[src/rtl/i2c_pkg.sv]
// Shared definitions for the I2C master control unit: state encoding,
// SDA acknowledge levels and default widths.
package i2c_pkg;

  localparam int LENGTH      = 8;
  localparam int COUNT_WIDTH = 4;

  localparam logic SDA_ACK  = 1'b0;
  localparam logic SDA_NACK = 1'b1;

  typedef enum logic [2:0] {
    ST_IDLE  = 3'd0,
    ST_START = 3'd1,
    ST_LOAD  = 3'd2,
    ST_SHIFT = 3'd3,
    ST_ACK   = 3'd4,
    ST_STOP  = 3'd5,
    ST_DONE  = 3'd6
  } i2c_state_e;

  // Level the master drives after a received byte: ACK while more bytes follow.
  function automatic logic ack_level(input logic more_bytes);
    return more_bytes ? SDA_ACK : SDA_NACK;
  endfunction

endpackage

[src/rtl/i2c_master_controller_if.sv]
// Host/data-unit facing signal bundle of the I2C master control unit.
interface i2c_master_controller_if #(
  parameter int COUNT_WIDTH = i2c_pkg::COUNT_WIDTH
) ();

  logic                   go;
  logic                   read_not_write;
  logic [COUNT_WIDTH-1:0] num_bytes;
  logic                   clock_i2c;
  logic                   ack_in;

  logic                   baud_enable;
  logic                   read_or_write;
  logic                   select;
  logic                   start_stop_ack;
  logic                   shift_or_hold;
  logic                   write_load;
  logic                   next_byte;
  logic                   rx_valid;
  logic                   busy;
  logic                   done;
  logic                   ack_error;

  modport slave (
    input  go, read_not_write, num_bytes, clock_i2c, ack_in,
    output baud_enable, read_or_write, select, start_stop_ack, shift_or_hold,
           write_load, next_byte, rx_valid, busy, done, ack_error
  );

  modport master (
    output go, read_not_write, num_bytes, clock_i2c, ack_in,
    input  baud_enable, read_or_write, select, start_stop_ack, shift_or_hold,
           write_load, next_byte, rx_valid, busy, done, ack_error
  );

endinterface

[src/rtl/i2c_scl_edge_detect.sv]
// Single-clock rise/fall pulses of the SCL line from the baud generator.
module i2c_scl_edge_detect (
  input  logic clk,
  input  logic rst,
  input  logic scl_i,
  output logic scl_rise_o,
  output logic scl_fall_o
);

  logic scl_q;

  // SCL idles high, so the history register resets high to avoid a false rise.
  always_ff @(posedge clk or posedge rst) begin
    if (rst) begin
      scl_q <= 1'b1;
    end else begin
      scl_q <= scl_i;
    end
  end

  assign scl_rise_o = scl_i & ~scl_q;
  assign scl_fall_o = ~scl_i & scl_q;

endmodule

[src/rtl/i2c_master_controller.sv]
// Sequences the I2C data unit through START, address byte, data bytes with
// per-byte acknowledge handling, and STOP.
module i2c_master_controller
  import i2c_pkg::*;
#(
  parameter int LENGTH      = i2c_pkg::LENGTH,
  parameter int COUNT_WIDTH = i2c_pkg::COUNT_WIDTH
) (
  input  logic                     clk,
  input  logic                     rst,
  i2c_master_controller_if.slave   bus
);

  localparam int BW = $clog2(LENGTH);
  localparam logic [BW-1:0] BIT_LAST = BW'(LENGTH - 1);

  i2c_state_e             state_q;
  logic                   rnw_q;
  logic [COUNT_WIDTH-1:0] num_q;
  logic [COUNT_WIDTH-1:0] byte_cnt_q;
  logic [BW-1:0]          bit_cnt_q;
  logic                   addr_phase_q;
  logic [1:0]             phase_q;

  logic baud_enable_q, read_or_write_q, select_q, start_stop_ack_q;
  logic shift_or_hold_q, write_load_q, next_byte_q, rx_valid_q;
  logic busy_q, done_q, ack_error_q;

  logic                   scl_rise;
  logic                   scl_fall;
  logic [COUNT_WIDTH-1:0] byte_cnt_d;
  logic                   more_bytes;
  logic                   master_sends_ack;

  i2c_scl_edge_detect u_edge (
    .clk        (clk),
    .rst        (rst),
    .scl_i      (bus.clock_i2c),
    .scl_rise_o (scl_rise),
    .scl_fall_o (scl_fall)
  );

  // Only data bytes advance the byte count; the address pass leaves it alone.
  always_comb begin
    byte_cnt_d = byte_cnt_q;
    if (!addr_phase_q && (byte_cnt_q != {COUNT_WIDTH{1'b1}})) begin
      byte_cnt_d = byte_cnt_q + 1'b1;
    end else begin
      byte_cnt_d = byte_cnt_q;
    end
    more_bytes       = (byte_cnt_d < num_q);
    master_sends_ack = rnw_q & ~addr_phase_q;
  end

  // Transaction FSM with registered bus-control and status outputs.
  always_ff @(posedge clk or posedge rst) begin
    if (rst) begin
      state_q          <= ST_IDLE;
      rnw_q            <= 1'b0;
      num_q            <= '0;
      byte_cnt_q       <= '0;
      bit_cnt_q        <= '0;
      addr_phase_q     <= 1'b0;
      phase_q          <= 2'd0;
      baud_enable_q    <= 1'b0;
      read_or_write_q  <= 1'b0;
      select_q         <= 1'b1;
      start_stop_ack_q <= 1'b1;
      shift_or_hold_q  <= 1'b0;
      write_load_q     <= 1'b0;
      next_byte_q      <= 1'b0;
      rx_valid_q       <= 1'b0;
      busy_q           <= 1'b0;
      done_q           <= 1'b0;
      ack_error_q      <= 1'b0;
    end else begin
      write_load_q <= 1'b0;
      next_byte_q  <= 1'b0;
      rx_valid_q   <= 1'b0;
      done_q       <= 1'b0;
      case (state_q)
        ST_IDLE: begin
          if (bus.go) begin
            rnw_q         <= bus.read_not_write;
            num_q         <= bus.num_bytes;
            ack_error_q   <= 1'b0;
            baud_enable_q <= 1'b1;
            busy_q        <= 1'b1;
            byte_cnt_q    <= '0;
            bit_cnt_q     <= '0;
            addr_phase_q  <= 1'b1;
            phase_q       <= 2'd0;
            state_q       <= ST_START;
          end
        end
        ST_START: begin
          if (scl_rise && (phase_q == 2'd0)) begin
            start_stop_ack_q <= SDA_ACK;
            phase_q          <= 2'd1;
          end else if (scl_fall && (phase_q == 2'd1)) begin
            state_q <= ST_LOAD;
          end
        end
        ST_LOAD: begin
          write_load_q    <= 1'b1;
          select_q        <= 1'b0;
          bit_cnt_q       <= '0;
          read_or_write_q <= rnw_q & ~addr_phase_q;
          shift_or_hold_q <= 1'b1;
          state_q         <= ST_SHIFT;
        end
        ST_SHIFT: begin
          if (scl_fall) begin
            if (bit_cnt_q == BIT_LAST) begin
              shift_or_hold_q <= 1'b0;
              select_q        <= 1'b1;
              state_q         <= ST_ACK;
              if (master_sends_ack) begin
                read_or_write_q  <= 1'b0;
                rx_valid_q       <= 1'b1;
                start_stop_ack_q <= ack_level(more_bytes);
              end else begin
                read_or_write_q <= 1'b1;
              end
            end else begin
              bit_cnt_q <= bit_cnt_q + 1'b1;
            end
          end
        end
        ST_ACK: begin
          if (scl_rise && !master_sends_ack) begin
            if (bus.ack_in) begin
              // SCL is high here: keep SDA released until it falls again.
              ack_error_q <= 1'b1;
              phase_q     <= 2'd0;
              state_q     <= ST_STOP;
            end else if (!rnw_q && more_bytes) begin
              next_byte_q <= 1'b1;
            end
          end else if (scl_fall) begin
            byte_cnt_q   <= byte_cnt_d;
            addr_phase_q <= 1'b0;
            if (more_bytes) begin
              state_q <= ST_LOAD;
            end else begin
              select_q         <= 1'b1;
              read_or_write_q  <= 1'b0;
              start_stop_ack_q <= 1'b0;
              phase_q          <= 2'd1;
              state_q          <= ST_STOP;
            end
          end
        end
        ST_STOP: begin
          case (phase_q)
            2'd0: begin
              if (scl_fall) begin
                select_q         <= 1'b1;
                read_or_write_q  <= 1'b0;
                start_stop_ack_q <= 1'b0;
                phase_q          <= 2'd1;
              end
            end
            2'd1: begin
              if (scl_rise) begin
                start_stop_ack_q <= 1'b1;
                phase_q          <= 2'd2;
              end
            end
            2'd2: begin
              if (scl_fall) begin
                baud_enable_q <= 1'b0;
                busy_q        <= 1'b0;
                done_q        <= 1'b1;
                state_q       <= ST_DONE;
              end
            end
            default: begin
              phase_q <= 2'd0;
            end
          endcase
        end
        ST_DONE: begin
          state_q <= ST_IDLE;
        end
        default: begin
          state_q <= ST_IDLE;
        end
      endcase
    end
  end

  assign bus.baud_enable    = baud_enable_q;
  assign bus.read_or_write  = read_or_write_q;
  assign bus.select         = select_q;
  assign bus.start_stop_ack = start_stop_ack_q;
  assign bus.shift_or_hold  = shift_or_hold_q;
  assign bus.write_load     = write_load_q;
  assign bus.next_byte      = next_byte_q;
  assign bus.rx_valid       = rx_valid_q;
  assign bus.busy           = busy_q;
  assign bus.done           = done_q;
  assign bus.ack_error      = ack_error_q;

endmodule

[src/flat_wrapper.sv]
// flat-port wrapper written by rule: the top's interface ports become plain ports
module i2c_master_controller_flat import i2c_pkg::*;
#(
  parameter int LENGTH      = i2c_pkg::LENGTH,
  parameter int COUNT_WIDTH = i2c_pkg::COUNT_WIDTH
)
  (clk, rst, bus_go, bus_read_not_write, bus_num_bytes, bus_clock_i2c, bus_ack_in, bus_baud_enable, bus_read_or_write, bus_select, bus_start_stop_ack, bus_shift_or_hold, bus_write_load, bus_next_byte, bus_rx_valid, bus_busy, bus_done, bus_ack_error);
  i2c_master_controller_if #(.COUNT_WIDTH(COUNT_WIDTH)) bus_i ();
  input  logic clk;
  input  logic rst;
  input wire logic [$bits(bus_i.go)-1:0] bus_go;
  input wire logic [$bits(bus_i.read_not_write)-1:0] bus_read_not_write;
  input wire logic [$bits(bus_i.num_bytes)-1:0] bus_num_bytes;
  input wire logic [$bits(bus_i.clock_i2c)-1:0] bus_clock_i2c;
  input wire logic [$bits(bus_i.ack_in)-1:0] bus_ack_in;
  output wire logic [$bits(bus_i.baud_enable)-1:0] bus_baud_enable;
  output wire logic [$bits(bus_i.read_or_write)-1:0] bus_read_or_write;
  output wire logic [$bits(bus_i.select)-1:0] bus_select;
  output wire logic [$bits(bus_i.start_stop_ack)-1:0] bus_start_stop_ack;
  output wire logic [$bits(bus_i.shift_or_hold)-1:0] bus_shift_or_hold;
  output wire logic [$bits(bus_i.write_load)-1:0] bus_write_load;
  output wire logic [$bits(bus_i.next_byte)-1:0] bus_next_byte;
  output wire logic [$bits(bus_i.rx_valid)-1:0] bus_rx_valid;
  output wire logic [$bits(bus_i.busy)-1:0] bus_busy;
  output wire logic [$bits(bus_i.done)-1:0] bus_done;
  output wire logic [$bits(bus_i.ack_error)-1:0] bus_ack_error;
  assign bus_i.go = bus_go;
  assign bus_i.read_not_write = bus_read_not_write;
  assign bus_i.num_bytes = bus_num_bytes;
  assign bus_i.clock_i2c = bus_clock_i2c;
  assign bus_i.ack_in = bus_ack_in;
  assign bus_baud_enable = bus_i.baud_enable;
  assign bus_read_or_write = bus_i.read_or_write;
  assign bus_select = bus_i.select;
  assign bus_start_stop_ack = bus_i.start_stop_ack;
  assign bus_shift_or_hold = bus_i.shift_or_hold;
  assign bus_write_load = bus_i.write_load;
  assign bus_next_byte = bus_i.next_byte;
  assign bus_rx_valid = bus_i.rx_valid;
  assign bus_busy = bus_i.busy;
  assign bus_done = bus_i.done;
  assign bus_ack_error = bus_i.ack_error;
  i2c_master_controller #(.LENGTH(LENGTH), .COUNT_WIDTH(COUNT_WIDTH)) u_core (.clk(clk), .rst(rst), .bus(bus_i));
endmodule
[config.mk]
export PLATFORM = sky130hd
export DESIGN_NAME = i2c_master_controller_flat
export DESIGN_NICKNAME = d
export VERILOG_FILES = /design/src/rtl/i2c_pkg.sv /design/src/rtl/i2c_master_controller_if.sv /design/src/rtl/i2c_scl_edge_detect.sv /design/src/rtl/i2c_master_controller.sv /design/src/flat_wrapper.sv
export SDC_FILE = /design/constraint.sdc
export NUM_CORES = 1
export LEC_CHECK = 0
export ABC_CLOCK_PERIOD_IN_PS = 7500
export CORE_UTILIZATION = 45
export DETAILED_ROUTE_END_ITERATION = 7
export PLACE_DENSITY = 0.64
export SLEW_MARGIN = 20
export SYNTH_ARGS = -nofsm -noshare
export SYNTH_HDL_FRONTEND = slang
export SYNTH_SLANG_ARGS = --single-unit
[constraint.sdc]
create_clock -name clk -period 7.5 [get_ports clk]
set_clock_uncertainty 0.15 [all_clocks]
set_input_delay 1.875 -clock clk [delete_from_list [all_inputs] [get_ports clk]]
set_output_delay 1.875 -clock clk [all_outputs]
set_load 0.05 [all_outputs]
Word-level counts from Yosys, hierarchy flattened
Cells that the tools add are included.
Word-level totals
  output and inout bits: 11
  logic and storage cells: 166
  register bits after elaboration: 29
Cells by class
  muxes and demuxes: 80
  add/subtract/negate cells: 2
  bitwise operators: 6
  reductions and logical operators: 27
  $lt $le $gt $ge: 1
  equality and inequality tests: 32
Operators with widths (count)
  3-bit 2-to-1 mux: 14
  1-bit 2-to-1 mux: 41
  2-bit by 1-bit inequality test with 1-bit output (second input constant): 10
  3-bit case mux with 6 select lines: 1
  9-bit AND reduction: 2
  2-bit 2-to-1 mux: 8
  4-bit 2-to-1 mux: 4
  4-bit AND reduction: 4
  2-bit inequality test (second input constant): 7
  1-bit case mux with 4 select lines: 3
  4-bit nonzero test: 3
  11-bit AND reduction: 1
  1-bit case mux with 2 select lines: 5
  3-bit equality test (second input constant): 3
  3-bit case mux with 3 select lines: 1
  2-bit case mux with 4 select lines: 1
  4-bit case mux with 2 select lines: 1
  8-bit AND reduction: 1
  3-bit by 2-bit equality test with 1-bit output (second input constant): 2
  3-bit by 1-bit inequality test with 1-bit output (second input constant): 2
  3-bit by 2-bit inequality test with 1-bit output (second input constant): 2
  3-bit inequality test (second input constant): 2
  2-bit case mux with 3 select lines: 1
  2-bit nonzero test: 3
  other kinds (16): 26

Logic depth before layout (Yosys ltp)
Gate-level depths: netlist of run 1.
  depth in word-level cells: 9
  mapped depth: 10

Hierarchy
A second synthesis of run 1 with hierarchy kept.
Second synthesis, totals
  cell total of the unflattened synthesis: 192
  area, all modules: 1779.2 µm²
Modules (own cells, without submodules)
  i2c_master_controller: instances 1, cells an instance 188, sequential area each 703.2 µm², area each 1734.2 µm²
  i2c_scl_edge_detect: instances 1, cells an instance 4, sequential area each 26.3 µm², area each 45.0 µm²

Worst setup path after synthesis of run 1
Ideal clock, no wire load.
  path type: in2reg
  start point: in bus_clock_i2c
  end point: reg u_core.phase_q[0]
  arrival time: 3.008 ns
  slack: 4.217 ns
  path buffers: 0
  stages: 5
  data required time: 7.225 ns
  library setup time: 0.125 ns
  cell sequence: nor2b_1 a21boi_0 o221ai_1 o2111ai_4 mux2_4
On the way
  cells in the longest elaborated chain, start to end: 4
RTL lines
  from (decl): line flat_wrapper.sv:14  | input wire logic [$bits(bus_i.clock_i2c)-1:0] bus_clock_i2c;
  1-bit bitwise AND or 1-bit inverter (tied branches): line i2c_scl_edge_detect.sv:21, i2c_scl_edge_detect.sv:22
  1-bit logical AND (tied with other cells): line i2c_master_controller.sv:131  | if (scl_rise && !master_sends_ack) begin
  3-bit by 1-bit inequality test with 1-bit output (no source line) (tied with other cells)
  9-bit AND reduction (no source line) or 2-bit case mux with 4 select lines (tied branches)
  to (signal assigned): line i2c_master_controller.sv:135  | phase_q <= 2'd0;
  to (signal assigned): line i2c_master_controller.sv:149  | phase_q <= 2'd1;
  to (signal assigned): line i2c_master_controller.sv:161  | phase_q <= 2'd1;
  to (decl): line i2c_master_controller.sv:23  | logic [1:0] phase_q;
Several ways; a longest one is shown, not always the timed one.
A chain may end at the register's enable or synchronous reset.

Final worst setup path of run 1
Same ends and word-level chain as after synthesis.

==> results of run 1 <==
## final timing paths
path                            cells after the start                              to                        startpoint  slack [ps]
worst max-delay path                                6   u_core.phase_q[0]$_DFFE_PP0P_                     bus_clock_i2c        3790
worst min register to register                      1  u_core.bus.next_byte$_DFF_PP0_          u_core.rnw_q$_DFFE_PP0P_         340
worst min-delay path                                1  u_core.bus.next_byte$_DFF_PP0_          u_core.rnw_q$_DFFE_PP0P_         340
worst max register to register                      9   u_core.phase_q[0]$_DFFE_PP0P_  u_core.byte_cnt_q[0]$_DFFE_PP0P_        4370
max in group asynchronous                           2   u_core.phase_q[1]$_DFFE_PP0P_                               rst        4980
min in group asynchronous                           2     u_core.num_q[0]$_DFFE_PP0P_                               rst        1830
## registers in the layout, summed over array words and instances (netlist names), 2 cells and up
register	count
u_core.phase_q	2
u_core.state_q	3
u_core.num_q	4
u_core.byte_cnt_q	4
u_core.bit_cnt_q	3
## stage by stage
step / utilization, % / hold WS, ps / area, sq um
detailed placement: 53.8 / 339 / 2020
finish: 56.6 / 343 / 2120
global route: 56.6 / 377 / 2120
CTS: 56.6 / 355 / 2120
global placement: 53.8 / 335 / 2020
floorplan: - / 276 / 1800
## worst max-delay path, cell delays in order
cell,delay [ps]
clkdlybuf4s50_1,520
nor2b_1,320
a21boi_0,150
o221ai_1,350
o2111ai_4,190
mux2_4,320
## report_power, final
part / leakage, uW / switching, uW / internal, uW / total (uW)
Clock: 0.0000542 / 60.7 / 82.8 / 144
Sequential: 0.000365 / 65.9 / 200 / 266
Combinational: 0.000515 / 204 / 155 / 359
## layer usage
metal  track usage (%)  vias up  part of all wire (%)
met4              9.24        0                   1.3
met1              31.2      726                    46
met3              5.38        5                   6.8
met5                 0        -                     0
li1                  -      714                     -
met2              33.1       61                    45
## cells in the mapped netlist, types with 4 or more instances
| cell type | count | share of area (%) |
|---|---|---|
| inv_1 | 12 | 2.5 |
| o21ai_0 | 12 | 3.3 |
| nor2b_1 | 5 | 1.7 |
| nand2b_1 | 4 | 1.4 |
| buf_2 | 6 | 1.7 |
| nand2_1 | 14 | 2.9 |
| nor2_1 | 11 | 2.3 |
| nand3_1 | 5 | 1.4 |
| ha_1 | 10 | 6.9 |
| a21oi_1 | 7 | 1.9 |
| mux2_2 | 4 | 2.5 |
| nor3_1 | 5 | 1.4 |
| dfrtp_1 | 26 | 36 |
## logic make-up (layout without fill, tap and decap cells)
| kind of cell | after synthesis | count (layout) | synth area share, % |
|---|---|---|---|
| xor+xnor | 1 | 1 | 0.486 |
| fa+ha+maj | 10 | 10 | 6.93 |
| compound gates | 53 | 53 | 23.1 |
| simple gates | 61 | 61 | 18.1 |
| flops | 29 | 29 | 40.4 |
| mux | 9 | 9 | 5.76 |
| buf+inv | 22 | 40 | 5.20 |
## placed cells by master (no fill, tap or decap), types with 2 or more instances in the layout
master,instances
dfrtp_1,26
clkdlybuf4s50_1,20
nand2_1,14
o21ai_0,12
nor2_1,11
inv_1,11
ha_1,10
a21oi_1,7
clkbuf_8,7
nor2b_1,5
nor3_1,5
nand3_1,5
nand2b_1,4
mux2_2,4
a31oi_1,3
o21ai_1,3
nor4_1,3
nand4_1,3
mux2_1,3
a22o_1,3
dfstp_2,3
nand3b_1,2
a21o_1,2
o21a_1,2
a31o_2,2
o31ai_1,2
## cell type report
class | count | area share [%]
tap | 48 | 2.84
timing repair buffer | 20 | 9.46
sequential | 29 | 34.5
clock inverter | 1 | 0.236
multi-input combinational | 134 | 46.3
inverter | 12 | 2.13
clock buffer | 7 | 4.55
==> impl_metrics.env, run 1 <==
export IMPL_status="completed"
export IMPL_fmax_ghz=0.270
export IMPL_ios=21
export IMPL_first_pass_iters=4
export IMPL_yosysWarnings=0
export IMPL_finalPower_uw=768
export IMPL_grt_use_total_pct=22.4
export IMPL_rsz0062_at_grt="false"
export IMPL_synth_cell_types=57
export IMPL_worst_ep_arrival_time_ps=3720
export IMPL_drc=0
export IMPL_antenna_found_initial=0
export IMPL_ys_async_sr_fraction_pct=100
export IMPL_cts_resized=0
export IMPL_tritoncts="built"
export IMPL_drtAntennaViolNets=0
export IMPL_clkTransAtPathRegs_ps=70
export IMPL_clock_path_buffers=2
export IMPL_grt_pass1_wl_mm=7.09
export IMPL_finalSetupTns_ps=0
export IMPL_ys_seq_elements=29
export IMPL_tightest_slew_ps=1040
export IMPL_gp_congestion=0.925
export IMPL_placed_cells=243
export IMPL_die_y_microns=65.3
export IMPL_core_sq_um=3740
export IMPL_grt_max_degree=35
export IMPL_viasPerCell=6.00
export IMPL_required_ps=7510
export IMPL_cts_root_buffer="clkbuf_8"
export IMPL_via_count=1506
export IMPL_clock_latency_ps=280
export IMPL_final_nets=222
export IMPL_syn_inst=185
export IMPL_cts_sinks=29
export IMPL_max_slew_margin_rel_pct=31.0
export IMPL_final_hold_violation_count=0
export IMPL_min_path_type="register to register"
export IMPL_layout_drive_gt1_share_pct=12.3
export IMPL_grt_pass1_vias=1458
export IMPL_yosysSeqAreaShare_pct=40.4
export IMPL_fillers=345
export IMPL_startpoint_type="primary input"
export IMPL_io_buffers=20
export IMPL_htree_levels=2
export IMPL_fin_crit_ps=3710
export IMPL_crit_type="primary input to register"
export IMPL_netlist_area_sq_um=1800
export IMPL_finalCritPeriodShare_pct=49.5
export IMPL_maxSlewViolCount=0
export IMPL_synth_edf_count=0
export IMPL_grt_overflow=0
export IMPL_syn_to_final_growth_pct=17.3
export IMPL_setup_ws_ps=3790
export IMPL_die_w_microns=65.3
export IMPL_maxCapViolCount=0
export IMPL_critical_path_max_fanout=5
export IMPL_post_cts_buffers=0
export IMPL_dieArea_sq_um=4270
export IMPL_numCtsBuffers=5
export IMPL_critPathCaptureType="register"
export IMPL_diodes=0
export IMPL_rows=22
export IMPL_syn_nets=205
export IMPL_synth_area_per_cell_sq_um=9.75
export IMPL_power_leakage_uw=0.000934
export IMPL_power_density_nw_per_um2=363
export IMPL_instances_no_fill=251
export IMPL_seqCellArea_sq_um=729
export IMPL_dp_hpwl_mm=2.91
export IMPL_ys_flop_type="dfrtp_1"
export IMPL_final_setup_viol_count=0
export IMPL_post_place_ws_ps=3480
export IMPL_multiInputGateArea_sq_um=981
export IMPL_holdBufCountCts=0
export IMPL_wire_per_inst_microns=16.3
export IMPL_start_util_pct=48.2
export IMPL_drt_iter0_markers=100
export IMPL_irDropWorstVdd_mv=0.181
export IMPL_routed_wl_mm=4.10
Power figures use the tool's default switching activity.
==> inputs of run 2 (changes only) <==
Settings changed: ABC_CLOCK_PERIOD_IN_PS 7500 to 3500.
Clock period 7.5 ns to 3.5 ns, I/O delays scaled along.
==> run 2 against run 1 <==
Net effect: cell count up 1.2%; critical path depth up 3; combinational power up 120%; first-iteration DRC count up 45%; sequential power up 110%; highest routed layer unchanged.
==> impl_metrics.env, run 2 (same netlist as run 1, synthesis figures left out) <==
export IMPL_status="completed"
export IMPL_final_common_cell="dfrtp_1"
export IMPL_grt_overflow=0
export IMPL_placed_cell_area_sq_um=2040
export IMPL_rsz0062_at_grt="false"
export IMPL_finalSetupTns_ps=0
export IMPL_cts_resized=0
export IMPL_die_w_microns=65.3
export IMPL_numCtsBuffers=5
export IMPL_top_regs="u_core.byte_cnt_q: 4 flops, u_core.num_q: 4 flops"
export IMPL_gp_congestion=0.972
export IMPL_setup_ws_ps=426
export IMPL_critical_path_max_fanout=6
export IMPL_cts_root_buffer="clkbuf_8"
export IMPL_instances_no_fill=254
export IMPL_diodes=0
export IMPL_irDropWorstVdd_mv=0.412
export IMPL_critPathCaptureType="register"
export IMPL_drt_iter0_markers=145
export IMPL_io_buffers=20
export IMPL_grt_max_degree=24
export IMPL_final_cell_area_sq_um=2140
export IMPL_routed_wl_mm=4.24
export IMPL_reg2reg_setup_slack_ps=430
export IMPL_cts_sinks=29
export IMPL_drc=0
export IMPL_crit_type="register to register"
export IMPL_maxSlewViolCount=0
export IMPL_maxCapViolCount=0
export IMPL_clock_path_buffers=2
export IMPL_worst_ep_arrival_time_ps=3090
export IMPL_startpoint_type="register"
export IMPL_final_nets=225
export IMPL_clkTransAtPathRegs_ps=60
export IMPL_syn_to_final_growth_pct=18.6
export IMPL_layout_drive_gt1_share_pct=13.1
export IMPL_die_y_microns=65.3
export IMPL_drtAntennaViolNets=0
export IMPL_core_sq_um=3740
export IMPL_fmax_ghz=0.325
export IMPL_required_ps=3520
export IMPL_power_density_nw_per_um2=775
export IMPL_placed_cells=246
export IMPL_crit_end="u_core.phase_q[0]$_DFFE_PP0P_"
export IMPL_met3_usage_pct=6.25
export IMPL_clock_latency_ps=280
export IMPL_antenna_found_initial=0
export IMPL_final_setup_viol_count=0
export IMPL_post_place_ws_ps=436
export IMPL_wire_per_inst_microns=16.7
export IMPL_viasPerCell=5.87
export IMPL_power_leakage_uw=0.000950
export IMPL_fillers=352
export IMPL_max_slew_margin_rel_pct=55.6
export IMPL_tritoncts="built"
export IMPL_rows=22
export IMPL_via_count=1491
export IMPL_grt_util_met2_pct=34.0
export IMPL_holdBufCountCts=0
export IMPL_htree_levels=2
export IMPL_grt_busiest_layer="met2"
export IMPL_final_hold_violation_count=0
export IMPL_grt_use_met1_pct=31.9
export IMPL_min_path_cells=1
export IMPL_start_util_pct=48.2
export IMPL_fin_hold_ws_ps=354
export IMPL_grt_pass1_vias=1474
export IMPL_finalCritPeriodShare_pct=87.8
export IMPL_r2r_end="u_core.phase_q[0]$_DFFE_PP0P_"
export IMPL_dieArea_sq_um=4270
export IMPL_dp_hpwl_mm=3.14
export IMPL_timing_rr_start="u_core.byte_cnt_q[0]$_DFFE_PP0P_"
export IMPL_worstHoldStart="u_core.bus.shift_or_hold$_DFFE_PP0P_"
export IMPL_min_path_type="register to register"
export IMPL_r2r_cells=9
export IMPL_grt_use_total_pct=22.9
export IMPL_ios=21
export IMPL_first_pass_iters=4
export IMPL_grt_pass1_wl_mm=7.32
export IMPL_cp_startpoint="u_core.byte_cnt_q[0]$_DFFE_PP0P_"
export IMPL_tightest_slew_ps=666
export IMPL_layout_common_cells="26 x dfrtp_1, 20 x clkdlybuf4s50_1, 14 x nand2_1"
export IMPL_fin_crit_ps=3070
export IMPL_post_cts_buffers=0
-- run 2: changes by cell type in the layout (fill, tap and decap cells not counted) --
cell	change
buf_4	+3
inv_1	+1
inv_2	-1
-- run 2: stage by stage --
step | utilization [%] | total power, uW
after floorplan | - | 1150
after global placement | 54.4 | 1340
after detailed placement | 54.4 | 1350
after CTS | 57.2 | 1660
after global routing | 57.2 | 1780
final | 57.2 | 1660
-- run 2: how the worst min path moves through the flow --
stage                                      endpoint  slack, ps
2_1_floorplan        u_core.bus.next_byte$_DFF_PP0_        280
3_3_place_gp   u_core.bus.read_or_write$_DFFE_PP0P_        340
3_5_place_dp   u_core.bus.shift_or_hold$_DFFE_PP0P_        340
4_1_cts        u_core.bus.shift_or_hold$_DFFE_PP0P_        360
5_1_grt        u_core.bus.read_or_write$_DFFE_PP0P_        400
6_report       u_core.bus.shift_or_hold$_DFFE_PP0P_        350
-- run 2: per-layer routing --
metal  up-vias  share of wire, %
met2        40                45
met1       723                49
li1        722                 -
met5         -                 0
met3         6               4.9
met4         0               1.4
-- run 2: layout make-up --
type / count / area (sq um) / area share, %
clock inverters: 1 / 5.00 / 0.234
flip-flops and latches: 29 / 729 / 34.1
inverters: 12 / 45.0 / 2.11
repair buffers: 23 / 223 / 10.4
multi-input cells: 134 / 981 / 45.8
well taps: 48 / 60.1 / 2.81
clock buffers: 7 / 96.3 / 4.50
-- run 2: report_power, final --
part           switching (uW)  total (uW)  leakage [uW]  internal (uW)
registers                 131         561      0.000365            429
logic                     447         789      0.000531            342
clock network             130         308     0.0000542            177
total                     709        1660      0.000950            948
-- run 2: worst max-delay path: stages (launching register included) --
cell	delay, ps
dfrtp_1	450
ha_1	290
a31oi_4	250
mux2_2	370
ha_1	270
nor3_1	170
nor2_1	100
o32a_4	360
o2111ai_4	220
mux2_4	320
==> inputs of run 3 (changes only) <==
Settings changed: CORE_UTILIZATION 45 to 40, PLACE_DENSITY 0.64 to 0.58, SLEW_MARGIN 20 to not set.
==> run 3 against run 2 <==
Net effect: final area is 0.94% higher; critical path type unchanged; routed wire length is 3.3% lower; total power up 3.0%.
==> impl_metrics.env, run 3 (same netlist as run 1, synthesis figures left out) <==
export IMPL_start_util_pct=41.4
export IMPL_reg2reg_setup_slack_ps=410
export IMPL_rows=24
export IMPL_maxCapViolCount=0
export IMPL_p_sw_share_pct=41.2
export IMPL_post_cts_buffers=0
export IMPL_layout_drive_gt1_share_pct=12.6
export IMPL_dp_hpwl_mm=2.96
export IMPL_cp_slowest_stage_delay_ps=440
export IMPL_cp_startpoint="u_core.byte_cnt_q[0]$_DFFE_PP0P_"
export IMPL_fillers=401
export IMPL_top_regs="u_core.byte_cnt_q: 4 flops, u_core.num_q: 4 flops"
export IMPL_timing_rr_start="u_core.byte_cnt_q[0]$_DFFE_PP0P_"
export IMPL_tritoncts="built"
export IMPL_htree_levels=2
export IMPL_power_leakage_uw=0.000954
export IMPL_startpoint_type="register"
export IMPL_grt_use_total_pct=17.9
export IMPL_multiInputGateArea_sq_um=981
export IMPL_crit_end="u_core.phase_q[0]$_DFFE_PP0P_"
export IMPL_fin_crit_ps=3090
export IMPL_clock_path_buffers=2
export IMPL_drtAntennaViolNets=0
export IMPL_fin_hold_ws_ps=355
export IMPL_maxSlewViolCount=0
export IMPL_drt_iter0_markers=97
export IMPL_fmax_ghz=0.323
export IMPL_worstPathBufferInverterCount=0
export IMPL_seqCellArea_sq_um=729
export IMPL_final_cell_area_sq_um=2160
export IMPL_grt_overflow=0
export IMPL_cts_resized=0
export IMPL_power_density_nw_per_um2=790
export IMPL_die_y_microns=69.2
export IMPL_grt_pass1_wl_mm=6.84
export IMPL_p_sw_uw=704
export IMPL_ios=21
export IMPL_irDropWorstVdd_mv=0.345
export IMPL_grt_pass1_vias=1438
export IMPL_comb_power_share_pct=46.7
export IMPL_dieArea_sq_um=4780
export IMPL_core_sq_um=4350
export IMPL_finalPower_uw=1710
export IMPL_r2r_cells=9
export IMPL_r2r_end="u_core.phase_q[0]$_DFFE_PP0P_"
export IMPL_worst_ep_arrival_time_ps=3100
export IMPL_cpMostUsedCell="ha_1"
export IMPL_clkTransAtPathRegs_ps=60
export IMPL_final_common_cell="dfrtp_1"
export IMPL_min_path_type="register to register"
export IMPL_path_delay_family="compound AO/OA/AOI/OAI gates"
export IMPL_first_pass_iters=4
export IMPL_crit_type="register to register"
export IMPL_drc=0
export IMPL_diodes=0
export IMPL_max_slew_margin_rel_pct=59.5
export IMPL_placed_cell_area_sq_um=2040
export IMPL_path_depth=9
export IMPL_required_ps=3510
export IMPL_critPathCaptureType="register"
export IMPL_utilization_pct=49.6
export IMPL_tightest_slew_ps=607
export IMPL_rsz0062_at_grt="false"
export IMPL_viasPerCell=5.80
export IMPL_status="completed"
export IMPL_finalCritPeriodShare_pct=88.4
export IMPL_final_nets=225
export IMPL_final_hold_violation_count=0
export IMPL_layout_common_cells="26 x dfrtp_1, 20 x clkdlybuf4s50_1, 14 x nand2_1"
export IMPL_routed_wl_mm=4.10
export IMPL_pwr_share_clk_pct=20.6
export IMPL_final_setup_viol_count=0
export IMPL_via_count=1497
export IMPL_seqPwrFrac_pct=32.7
export IMPL_grt_max_degree=30
export IMPL_syn_to_final_growth_pct=19.7
export IMPL_crit_slowest_cell="dfrtp_1"
export IMPL_clock_latency_ps=280
export IMPL_die_w_microns=69.2
export IMPL_finalSetupTns_ps=0
export IMPL_numCtsBuffers=5
export IMPL_wire_per_inst_microns=15.9
export IMPL_gp_congestion=0.932
export IMPL_cts_root_buffer="clkbuf_8"
export IMPL_critical_path_max_fanout=6
export IMPL_cts_sinks=29
export IMPL_holdBufCountCts=0
export IMPL_io_buffers=20
export IMPL_p_int_uw=1000
export IMPL_crit_chain="ha_1 > a31oi_4 > mux2_2 > ha_1 > nor3_1 > nor2_1 > o32a_4 > o2111ai_4 > mux2_4"
export IMPL_antenna_found_initial=0
## run 3: cell count changes in the layout (fill, tap and decap cells not counted)
cell | before | now
clkinv_2 | 1 | 0
bufinv_16 | 0 | 1
clkbuf_8 | 7 | 6
clkbuf_1 | 0 | 1
## run 3: worst register-to-register path: stages, from the launching register on
cell	delay [ps]
dfrtp_1	440
ha_1	300
a31oi_4	250
mux2_2	380
ha_1	270
nor3_1	190
nor2_1	100
o32a_4	360
o2111ai_4	230
mux2_4	320
## run 3: routing by layer
metal / track usage, % / vias up / part of all wire [%]
li1: - / 720 / -
met4: 8.16 / 0 / 1.5
met5: 0 / - / 0
met3: 4.53 / 6 / 5.0
met1: 24.6 / 731 / 47
met2: 26.5 / 40 / 47
## run 3: layout make-up
type,count,area share (%)
multi-input cells,134,45.4
inverters,12,2.09
repair buffers,23,10.3
flip-flops and latches,29,33.8
well taps,52,3.01
clock inverters,1,1.39
clock buffers,7,4.00
## run 3: how the worst min path moves through the flow
stage                                      endpoint                                  from  slack [ps]  depth (start not counted)
2_1_floorplan        u_core.bus.next_byte$_DFF_PP0_              u_core.rnw_q$_DFFE_PP0P_         280                          1
3_3_place_gp   u_core.bus.read_or_write$_DFFE_PP0P_  u_core.bus.read_or_write$_DFFE_PP0P_         330                          1
3_5_place_dp   u_core.bus.shift_or_hold$_DFFE_PP0P_  u_core.bus.shift_or_hold$_DFFE_PP0P_         340                          1
4_1_cts        u_core.bus.shift_or_hold$_DFFE_PP0P_  u_core.bus.shift_or_hold$_DFFE_PP0P_         360                          1
5_1_grt        u_core.bus.shift_or_hold$_DFFE_PP0P_  u_core.bus.shift_or_hold$_DFFE_PP0P_         360                          1
6_report       u_core.bus.shift_or_hold$_DFFE_PP0P_  u_core.bus.shift_or_hold$_DFFE_PP0P_         360                          1
## run 3: power by group through the flow
stage / logic, uW / clock network, uW / registers (uW)
floorplan: 596 / 0 / 553
global placement: 774 / 0 / 555
detailed placement: 790 / 0 / 561
CTS: 794 / 364 / 555
global route: 877 / 373 / 574
finish: 797 / 352 / 558
## run 3: per-stage QoR
| step | instances | setup WS [ps] |
|---|---|---|
| 2_1_floorplan | 185 | 580 |
| 3_3_place_gp | 250 | 493 |
| 3_5_place_dp | 250 | 411 |
| 4_1_cts | 258 | 402 |
| 5_1_grt | 258 | 250 |
| 6_report | 258 | 406 |
